==> src/rtl/pipe_ctrl.sv <==
// pipe_ctrl - hazard and sequencing controller for the F/D/E/M/W pipeline.
//
// Merges memory handshake stalls, the decode load-use stall and mult/div
// occupancy into per-register stall/flush enables, and holds a taken-branch
// redirect until fetch can accept it.
//
// Optional feature macro: PIPE_CTRL_PERF_EN (builds the perf counters;
// when undefined the perf outputs are tied to zero).
//
// Ports:
//   clk, resetn                  clock, async active-low reset
//   i_req, i_data_ok             fetch request outstanding / fetch data returned
//   d_req, d_data_ok             M-stage data request / data returned
//   load_use                     decode load-use hazard
//   branch_taken, branch_target  decode taken branch and its target PC
//   md_start, md_is_div          E holds a mult/div op; 1 selects DIV timing
//   stall_f/d/e/m                hold the stage pipeline register
//   flush_d/e/m/w                load a bubble into the stage register
//   redirect_valid, redirect_pc  fetch takes redirect_pc as next PC
//   md_busy, md_done             mult/div running / result valid
//   perf_stall_cycles            cycles with stall_f
//   perf_redirects               redirects consumed by fetch
//
// Mult/div FSM
//   state   | meaning
//   MD_IDLE | no op in flight; md_start stalls E and loads the counter
//   MD_RUN  | counting down, E held
//   MD_DONE | result valid, waits for E to advance
// Redirect FSM
//   state   | meaning
//   RD_IDLE | no redirect held; accepted branch redirects immediately
//   RD_PEND | latched target presented until fetch is unstalled

module pipe_ctrl #(
    parameter int unsigned MULT_CYCLES = 4,
    parameter int unsigned DIV_CYCLES  = 32
) (
    input  logic        clk,
    input  logic        resetn,
    input  logic        i_req,
    input  logic        i_data_ok,
    input  logic        d_req,
    input  logic        d_data_ok,
    input  logic        load_use,
    input  logic        branch_taken,
    input  logic [31:0] branch_target,
    input  logic        md_start,
    input  logic        md_is_div,
    output logic        stall_f,
    output logic        stall_d,
    output logic        stall_e,
    output logic        stall_m,
    output logic        flush_d,
    output logic        flush_e,
    output logic        flush_m,
    output logic        flush_w,
    output logic        redirect_valid,
    output logic [31:0] redirect_pc,
    output logic        md_busy,
    output logic        md_done,
    output logic [31:0] perf_stall_cycles,
    output logic [31:0] perf_redirects
);

    typedef enum logic [1:0] {MD_IDLE, MD_RUN, MD_DONE} md_state_e;
    typedef enum logic       {RD_IDLE, RD_PEND}         rd_state_e;

    localparam logic [5:0] MULT_LAST = 6'(MULT_CYCLES - 1);
    localparam logic [5:0] DIV_LAST  = 6'(DIV_CYCLES - 1);

    md_state_e   md_state_q;
    logic [5:0]  md_cnt_q;
    rd_state_e   rd_state_q;
    logic [31:0] rd_pc_q;

    logic        dstall, mdstall, lustall, istall;
    logic        br_accept;
    logic [5:0]  md_load;

    // Causes are gated by resetn so every output reads 0 while reset is held,
    // even if md_start or a handshake input is still asserted.
    always_comb begin
        dstall  = resetn && d_req && !d_data_ok;
        mdstall = resetn && ((md_state_q == MD_IDLE && md_start) || md_state_q == MD_RUN);
        lustall = resetn && load_use;
        istall  = resetn && i_req && !i_data_ok;
        md_load = md_is_div ? DIV_LAST : MULT_LAST;
    end

    // Each cause stalls its own stage and everything upstream; stall wins
    // over flush on the same register.
    always_comb begin
        stall_m = dstall;
        stall_e = stall_m || mdstall;
        stall_d = stall_e || lustall;
        stall_f = stall_d || istall;
        flush_w = dstall;
        flush_m = mdstall && !stall_m;
        flush_e = lustall && !stall_e;
        flush_d = istall  && !stall_d;
    end

    assign md_busy = (md_state_q == MD_RUN);
    assign md_done = (md_state_q == MD_DONE);

    always_ff @(posedge clk or negedge resetn) begin
        if (!resetn) begin
            md_state_q <= MD_IDLE;
            md_cnt_q   <= '0;
        end else begin
            case (md_state_q)
                MD_IDLE: if (md_start) begin
                    md_cnt_q   <= md_load;
                    md_state_q <= (md_load == 6'd0) ? MD_DONE : MD_RUN;
                end
                MD_RUN: begin
                    md_cnt_q <= md_cnt_q - 6'd1;
                    if (md_cnt_q == 6'd1) md_state_q <= MD_DONE;
                end
                MD_DONE: if (!stall_e) md_state_q <= MD_IDLE;
                default: md_state_q <= MD_IDLE;
            endcase
        end
    end

    // A stalled D re-presents its branch later, so only an advancing D is
    // accepted. In RD_PEND, D holds only the delay slot or a bubble.
    assign br_accept = resetn && branch_taken && !stall_d && (rd_state_q == RD_IDLE);

    always_comb begin
        redirect_valid = br_accept || (rd_state_q == RD_PEND);
        if (rd_state_q == RD_PEND) redirect_pc = rd_pc_q;
        else if (br_accept)        redirect_pc = branch_target;
        else                       redirect_pc = '0;
    end

    always_ff @(posedge clk or negedge resetn) begin
        if (!resetn) begin
            rd_state_q <= RD_IDLE;
            rd_pc_q    <= '0;
        end else begin
            case (rd_state_q)
                RD_IDLE: if (br_accept && stall_f) begin
                    rd_pc_q    <= branch_target;
                    rd_state_q <= RD_PEND;
                end
                RD_PEND: if (!stall_f) rd_state_q <= RD_IDLE;
                default: rd_state_q <= RD_IDLE;
            endcase
        end
    end

`ifdef PIPE_CTRL_PERF_EN
    logic [31:0] perf_stall_q, perf_redir_q;

    always_ff @(posedge clk or negedge resetn) begin
        if (!resetn) begin
            perf_stall_q <= '0;
            perf_redir_q <= '0;
        end else begin
            if (stall_f)                    perf_stall_q <= perf_stall_q + 32'd1;
            if (redirect_valid && !stall_f) perf_redir_q <= perf_redir_q + 32'd1;
        end
    end

    assign perf_stall_cycles = perf_stall_q;
    assign perf_redirects    = perf_redir_q;
`else
    assign perf_stall_cycles = '0;
    assign perf_redirects    = '0;
`endif

endmodule

==> config.mk <==
export PLATFORM = sky130hd
export DESIGN_NAME = pipe_ctrl
export DESIGN_NICKNAME = d
export VERILOG_FILES = /design/src/rtl/pipe_ctrl.sv
export SDC_FILE = /design/constraint.sdc
export NUM_CORES = 1
export LEC_CHECK = 0
export CAP_MARGIN = 0
export CORE_MARGIN = 3
export CORE_UTILIZATION = 35
export CTS_CLUSTER_DIAMETER = 120
export DETAILED_ROUTE_END_ITERATION = 12
export DONT_BUFFER_PORTS = 1
export PLACE_DENSITY = 0.5
export SLEW_MARGIN = 20
export SYNTH_ARGS = -nofsm -noshare
export SYNTH_HDL_FRONTEND = slang
export SYNTH_SLANG_ARGS = --single-unit
==> constraint.sdc <==
create_clock -name clk -period 1.75 [get_ports clk]
set_input_delay 0.35 -clock clk [delete_from_list [all_inputs] [get_ports clk]]
set_output_delay 0.35 -clock clk [all_outputs]
set_load 0.1 [all_outputs]
==> results of run 1 <==
layout by cell type, fill, tap and decap left out, drive strengths merged:
cell type	Yosys	layout
nand2	70	70
buf	71	68
conb	1	64
dfrtp	41	41
o21ai	38	38
mux2	32	32
clkbuf	7	7
nor2	6	6
a21oi	4	4
inv	5	3
clkinvlp	0	3
and2b	3	3
nor3	3	3
nand3	3	3
a31oi	2	2
ha	2	2
and2	2	2
and3	2	2
or2b	1	1
o21ba	1	1
nor4	1	1
o21bai	1	1
nor3b	1	1
or2	1	1
nand4b	1	1
o2bb2ai	1	1
o311ai	1	1
a2bb2oi	1	1
o22a	1	1
a22oi	1	1
bufinv	0	1
dlygate4sd3	0	1
how the worst max path moves through the flow:
stage	cells after the start	startpoint	slack, ps	end
finish	8	md_state_q[0]$_DFFE_PN0P_	-550	redirect_pc[2]
global route	8	md_state_q[0]$_DFFE_PN0P_	-650	redirect_pc[2]
CTS	7	md_state_q[0]$_DFFE_PN0P_	-590	redirect_pc[9]
detailed placement	6	d_data_ok	-290	redirect_pc[12]
global placement	6	d_data_ok	-280	redirect_pc[12]
floorplan	4	md_state_q[0]$_DFFE_PN0P_	-570	flush_e
sequential cells by signal, indices dropped and copies added (netlist names):
signal and flops:
md_cnt_q 6, md_state_q 2, rd_pc_q 32, rd_state_q 1
cell families (layout without fill, tap and decap cells):
group / after synthesis / after routing
compound gates: 51 / 51
fa+ha+maj: 2 / 2
buf+inv: 83 / 83
flops: 41 / 41
mux: 32 / 32
other cells: 1 / 64
simple gates: 94 / 94
per-layer routing:
| layer | global-route usage | up-vias | share of wire |
|---|---|---|---|
| li1 | - | 1011 | - |
| met1 | 0.185 | 1035 | 0.38 |
| met2 | 0.255 | 95 | 0.52 |
| met3 | 0.0426 | 5 | 0.093 |
| met4 | 0.0456 | 0 | 0.0084 |
| met5 | 0 | - | 0 |
through the flow:
stage | util | setup WS, ps | setup TNS, ps
global placement | 0.540 | -275 | -7340
finish | 0.596 | -553 | -18190
floorplan | - | -571 | -16800
CTS | 0.588 | -592 | -20250
global route | 0.596 | -649 | -24210
detailed placement | 0.540 | -286 | -7990
what timing repair did:
item / CTS / global route
setup endpoints to repair: 40 / 72
endpoints found under the hold margin: 41 / 0
hold buffers: 2 / 0
gates cloned: 4 / 1
resized for setup: 19 / 10
buffers inserted: 7 / 3
pin swaps: 16 / 13
where the power goes:
part	internal (W)	total (W)	switching (W)
sequential	0.00116	0.00130	0.000146
combinational	0.000685	0.00212	0.00144
clock	0.000464	0.000818	0.000353
total	0.00231	0.00424	0.00194
area by class of cell:
class | instances | area [um^2]
clock buffers | 6 | 82.6
flip-flops and latches | 41 | 1030
fillers | 635 | 3170
repair buffers | 70 | 1250
multi-input cells | 243 | 2120
inverters | 5 | 26.3
clock inverters | 2 | 37.5
well taps | 102 | 128
==> run_results.csv, run 1 <==
group,metric,value,unit
run_status,status,"finished, violations left",
run_status,violations,"negative setup slack",
floorplan,row_count,32,
placement,place_area,0.00424,mm^2
floorplan,boundaryPins,149,
clock_tree,clk_pin_slew_worst_paths,90,ps
setup_path,reg2reg_slack,-50,ps
cells_and_area,n_antenna_cell,0,
setup_path,cp-end-kind,"output pin",
clock_tree,insertion_delay,290,ps
power,p_per_area,908,mW/mm^2
synth,synth_common_cells,"70 x nand2_1, 65 x buf_4, 41 x dfrtp_1, 30 x mux2_4, 29 x o21ai_1",
synth,muxShareOfSynthArea,0.165,
clock_tree,cts_buffers,5,
synth,synthAdderAreaFrac,0.00875,
placement,placedCellCount,445,
synth,synthXorXnorAreaFrac,0,
synth,synth_top_cell_by_area,"dfrtp_1",
timing,min_period_over_period,1.32,
timing,setup_violations,61,
flow_run,max_cap_violations,0,
detailed_routing,drt_iter0_drc,24,
clock_tree,clock-sinks,41,
placement,hpwl,4.83,mm
floorplan,die_w,96.4,um
setup_path,critical_path.top_delay_family,"buffers and inverters",
synth,synth_top_family_by_area,"buffers and inverters",
setup_path,crit_top_cell,"buf_12",
synth,synth_top_cell_area_share,0.359,
synth,synth-simple-area-share,0.155,
floorplan,die_y,96.4,um
detailed_routing,drtAntennaViolNets,0,
global_route,gr-total-overflow,0,
clock_tree,cts-root-buf,"clkbuf_8",
setup_path,crit_buf_inv,4,
placement,place.gp.congestion,0.785,
global_route,grt_start_max_net_pins,42,
min_path,whs_endpoint,"rd_pc_q[16]$_DFFE_PN0P_",
synth,synthMostInstantiatedCell,"nand2_1",
clock_tree,htreeDepth,2,
detailed_routing,via_per_inst,4.58,
power,peakVddDrop,1010,uV
setup_path,r2r-end,"rd_pc_q[0]$_DFFE_PN0P_",
synth,yosysUniqueCellTypes,37,
synth,ys_ff_latch,41,
power,power,0.00424,W
global_route,grt_usage,0.150,
synth,synth-compound-area-share,0.101,
timing,maxSlewViolCount,0,
timing,finalClockSkew,6.63,ps
timing,post-route-min-period,2300,ps
clock_tree,cts_tree,"built",
cells_and_area,synthToLayoutAreaGrowth,63.4,%
cells_and_area,fin_cells,469,
floorplan,start_util,0.364,
detailed_routing,dr.pass1.iters,4,
cells_and_area,final_area,0.00467,mm^2
timing,hold_viol,0,
setup_path,worstPathRequired,1400,ps
synth,ys.flop_type,"dfrtp_1",
synth,ys_warn_count,0,
synth,synth_edf_count,0,
timing,max_freq,0.434,GHz
placement,io_buffers,0,
timing,hold_ws,196,ps
synth,async_reset_ff_frac,1.00,
synth,synthTopCellsByArea,"dfrtp_1 36%, buf_4 17%, mux2_4 16%, nand2_1 9.2%, o21ai_1 5.1%",
cells_and_area,nets,410,
setup_path,crit_fanout,6,
detailed_routing,drc,0,
setup_path,critPathSlowestCell,"dfrtp_1",
synth,avgSynthCellArea,9.41,um^2
setup_path,arrival,1950,ps
setup_path,rr_worst_depth,7,
min_path,min_delay_path_depth,1,
setup_path,crit_path_start_kind,"flop",
detailed_routing,dr_total_vias,2146,
synth,yosysSeqAreaShare,0.359,
setup_path,cp_cell_sequence,"o21ba_4 > nor4_4 > buf_6 > buf_12 > buf_16 > nand2_4 > o21ai_4 > buf_12",
setup_path,critPathKind,"reg2out",
global_route,antenna_found_initial,0,
power,p_leak,2.30,nW
floorplan,core,0.00785,mm^2
cells_and_area,drive_gt1_frac,0.523,
setup_path,slowest_delay,390,ps
min_path,hp-start,"branch_target[16]",
floorplan,floorplan.die_area,0.00929,mm^2
synth,syn-cell-area,0.00286,mm^2
synth,syn_inst,304,
clock_tree,cts_buffer_depth,2,
setup_path,r2r-start,"md_state_q[0]$_DFFE_PN0P_",
detailed_routing,finalWirelength,7.16,mm
detailed_routing,wl_per_cell,15.3,um
min_path,worstHoldPathType,"in2reg",
timing,fin_ws,-553,ps
timing,rsz0062_at_grt,"true",
global_route,grt_pass1_wl,10.7,mm
global_route,first_global_vias,2077,
Note: power is estimated with default switching activity, not from simulation.
==> run 2: changes to the inputs <==
--- a/config.mk
+++ b/config.mk
@@ -11,6 +11,8 @@
 export CTS_CLUSTER_DIAMETER = 120
 export DETAILED_ROUTE_END_ITERATION = 12
 export DONT_BUFFER_PORTS = 1
+export HOLD_SLACK_MARGIN = 0.15
+export MAX_ROUTING_LAYER = met4
 export PLACE_DENSITY = 0.5
 export SLEW_MARGIN = 20
 export SYNTH_ARGS = -nofsm -noshare
==> run 2 against run 1 <==
Compared with the run above: the flow still finishes with violations (negative setup slack); sequential share of layout area unchanged; final cell count unchanged; first-iteration DRC count up 25%; combinational power about the same; clock power barely moved; routed wire length is essentially flat; largest power group unchanged.
==> run_results.csv, run 2 (same netlist as run 1, synthesis figures left out) <==
group,metric,value,unit
global_route,first_global_vias,2082,
cells_and_area,utilization,0.596,
global_route,grt_usage,0.155,
setup_path,crit_path_start_kind,"flop",
setup_path,r2r-start,"md_state_q[0]$_DFFE_PN0P_",
timing,post-route-min-period,2310,ps
floorplan,die_y,96.4,um
setup_path,cp-end-kind,"output pin",
placement,hpwl,4.83,mm
detailed_routing,dr_total_vias,2160,
power,p_leak,2.30,nW
detailed_routing,drt_iter0_drc,30,
setup_path,rr_worst_depth,7,
floorplan,row_count,32,
clock_tree,insertion_delay,290,ps
floorplan,floorplan.die_area,0.00929,mm^2
detailed_routing,dr.pass1.iters,4,
clock_tree,htreeDepth,2,
timing,setup_violations,60,
floorplan,boundaryPins,149,
global_route,antenna_found_initial,0,
global_route,use_met3,0.0372,
timing,max_freq,0.434,GHz
cells_and_area,most-common-layout-cells,"64 x conb_1, 47 x buf_12, 40 x dfrtp_1",
power,p_per_area,908,mW/mm^2
global_route,gr-total-overflow,0,
timing,finalClockSkew,6.57,ps
power,pwr-share-clk,0.193,
flow_run,max_cap_violations,0,
setup_path,crit_fanout,6,
clock_tree,clk_pin_slew_worst_paths,90,ps
placement,dp_slack,-286,ps
cells_and_area,reg_top3,"rd_pc_q x32, md_cnt_q x6, md_state_q x2",
min_path,worstHoldPathType,"in2reg",
cells_and_area,largest_reg_flops,32,
cells_and_area,nets,410,
clock_tree,cts_tree,"built",
placement,io_buffers,0,
global_route,use_met2,0.255,
detailed_routing,drc,0,
global_route,grt_start_max_net_pins,42,
power,peakVddDrop,1020,uV
detailed_routing,drtAntennaViolNets,0,
timing,rsz0062_at_grt,"true",
detailed_routing,wl_per_cell,15.3,um
detailed_routing,finalWirelength,7.17,mm
floorplan,die_w,96.4,um
placement,place.gp.congestion,0.796,
global_route,grt-busiest-layer,"met2",
setup_path,worstPathRequired,1400,ps
power,p_sw,0.00194,W
cells_and_area,top_register,"rd_pc_q",
run_status,status,"finished, violations left",
cells_and_area,fin_cells,469,
global_route,globalRouteMet1Util,0.188,
timing,hold_viol,0,
timing,maxSlewViolCount,0,
run_status,violations,"negative setup slack",
setup_path,critPathKind,"reg2out",
timing,fin_ws,-555,ps
power,p_sw_frac,0.456,
detailed_routing,via_per_inst,4.61,
power,seqPwrFrac,0.308,
cells_and_area,n_antenna_cell,0,
setup_path,arrival,1960,ps
power,p_comb_frac,0.499,
min_path,hp-start,"branch_target[19]",
floorplan,core,0.00785,mm^2
floorplan,start_util,0.364,
placement,placedCellCount,445,
power,p_int,0.00231,W
clock_tree,cts_buffer_depth,2,
cells_and_area,synthToLayoutAreaGrowth,63.4,%
global_route,grt_pass1_wl,10.7,mm
min_path,min_delay_path_depth,1,
clock_tree,cts-root-buf,"clkbuf_8",
timing,min_period_over_period,1.32,
clock_tree,clock-sinks,41,
cells_and_area,drive_gt1_frac,0.523,
setup_path,worstSetupStartpoint,"md_state_q[0]$_DFFE_PN0P_",
clock_tree,cts_buffers,5,
cells_and_area,layout_commonest_cell,"conb_1",
timing,fin_tns_setup,-18220,ps
==> run 2: cell counts in the layout (fill, tap and decap cells not counted) <==
Identical to the previous run, type by type.
==> run 2: per-stage QoR <==
step,instance area (um^2),total power (W),hold slack [ps]
after floorplan,3720,0.00303,54.4
after global placement,4240,0.00329,56.4
after detailed placement,4240,0.00331,56.4
after CTS,4610,0.00424,185
after global routing,4670,0.00445,178
final,4670,0.00425,195
==> run 2: worst paths after layout <==
kind	slack, ps	endpoint
min	200	rd_pc_q[19]$_DFFE_PN0P_
min in group asynchronous	550	rd_pc_q[20]$_DFFE_PN0P_
max reg2reg	-40	rd_pc_q[0]$_DFFE_PN0P_
max in group asynchronous	990	rd_state_q$_DFF_PN0_
min reg2reg	510	rd_pc_q[24]$_DFFE_PN0P_
max	-560	redirect_pc[2]
==> run 2: cell type report <==
| type | instances | area, um^2 |
|---|---|---|
| fillers | 635 | 3170 |
| multi-input cells | 243 | 2120 |
| repair buffers | 70 | 1250 |
| flip-flops and latches | 41 | 1030 |
| well taps | 102 | 128 |
| clock buffers | 6 | 82.6 |
| clock inverters | 2 | 37.5 |
| inverters | 5 | 26.3 |
==> run 2: metal layers <==
layer,up-vias,share of wire
li1,1010,-
met2,99,0.52
met4,0,0.0066
met1,1044,0.38
met3,7,0.090
met5,-,0
==> run 2: critical path, cell delays in order (launching register included) <==
cell	delay (ps)
dfrtp_1	390
o21ba_4	210
nor4_4	210
buf_6	180
buf_12	120
buf_16	140
nand2_4	50
o21ai_4	160
buf_12	190
==> run 2: power groups by stage <==
stage	Combinational (W)	Clock, W	Sequential, W
after floorplan	0.00176	0	0.00128
after global placement	0.00198	0	0.00131
after detailed placement	0.00199	0	0.00132
after CTS	0.00209	0.000847	0.00130
after global routing	0.00224	0.000877	0.00133
final	0.00212	0.000819	0.00131
==> run 2: repair_timing <==
action / 4_1_cts / 5_1_grt
hold endpoints to repair: 41 / 0
gates cloned: 4 / 1
hold buffers: 2 / 0
setup endpoints to repair: 40 / 72
resized for setup: 19 / 10
pin swaps: 16 / 13
setup buffers: 7 / 3
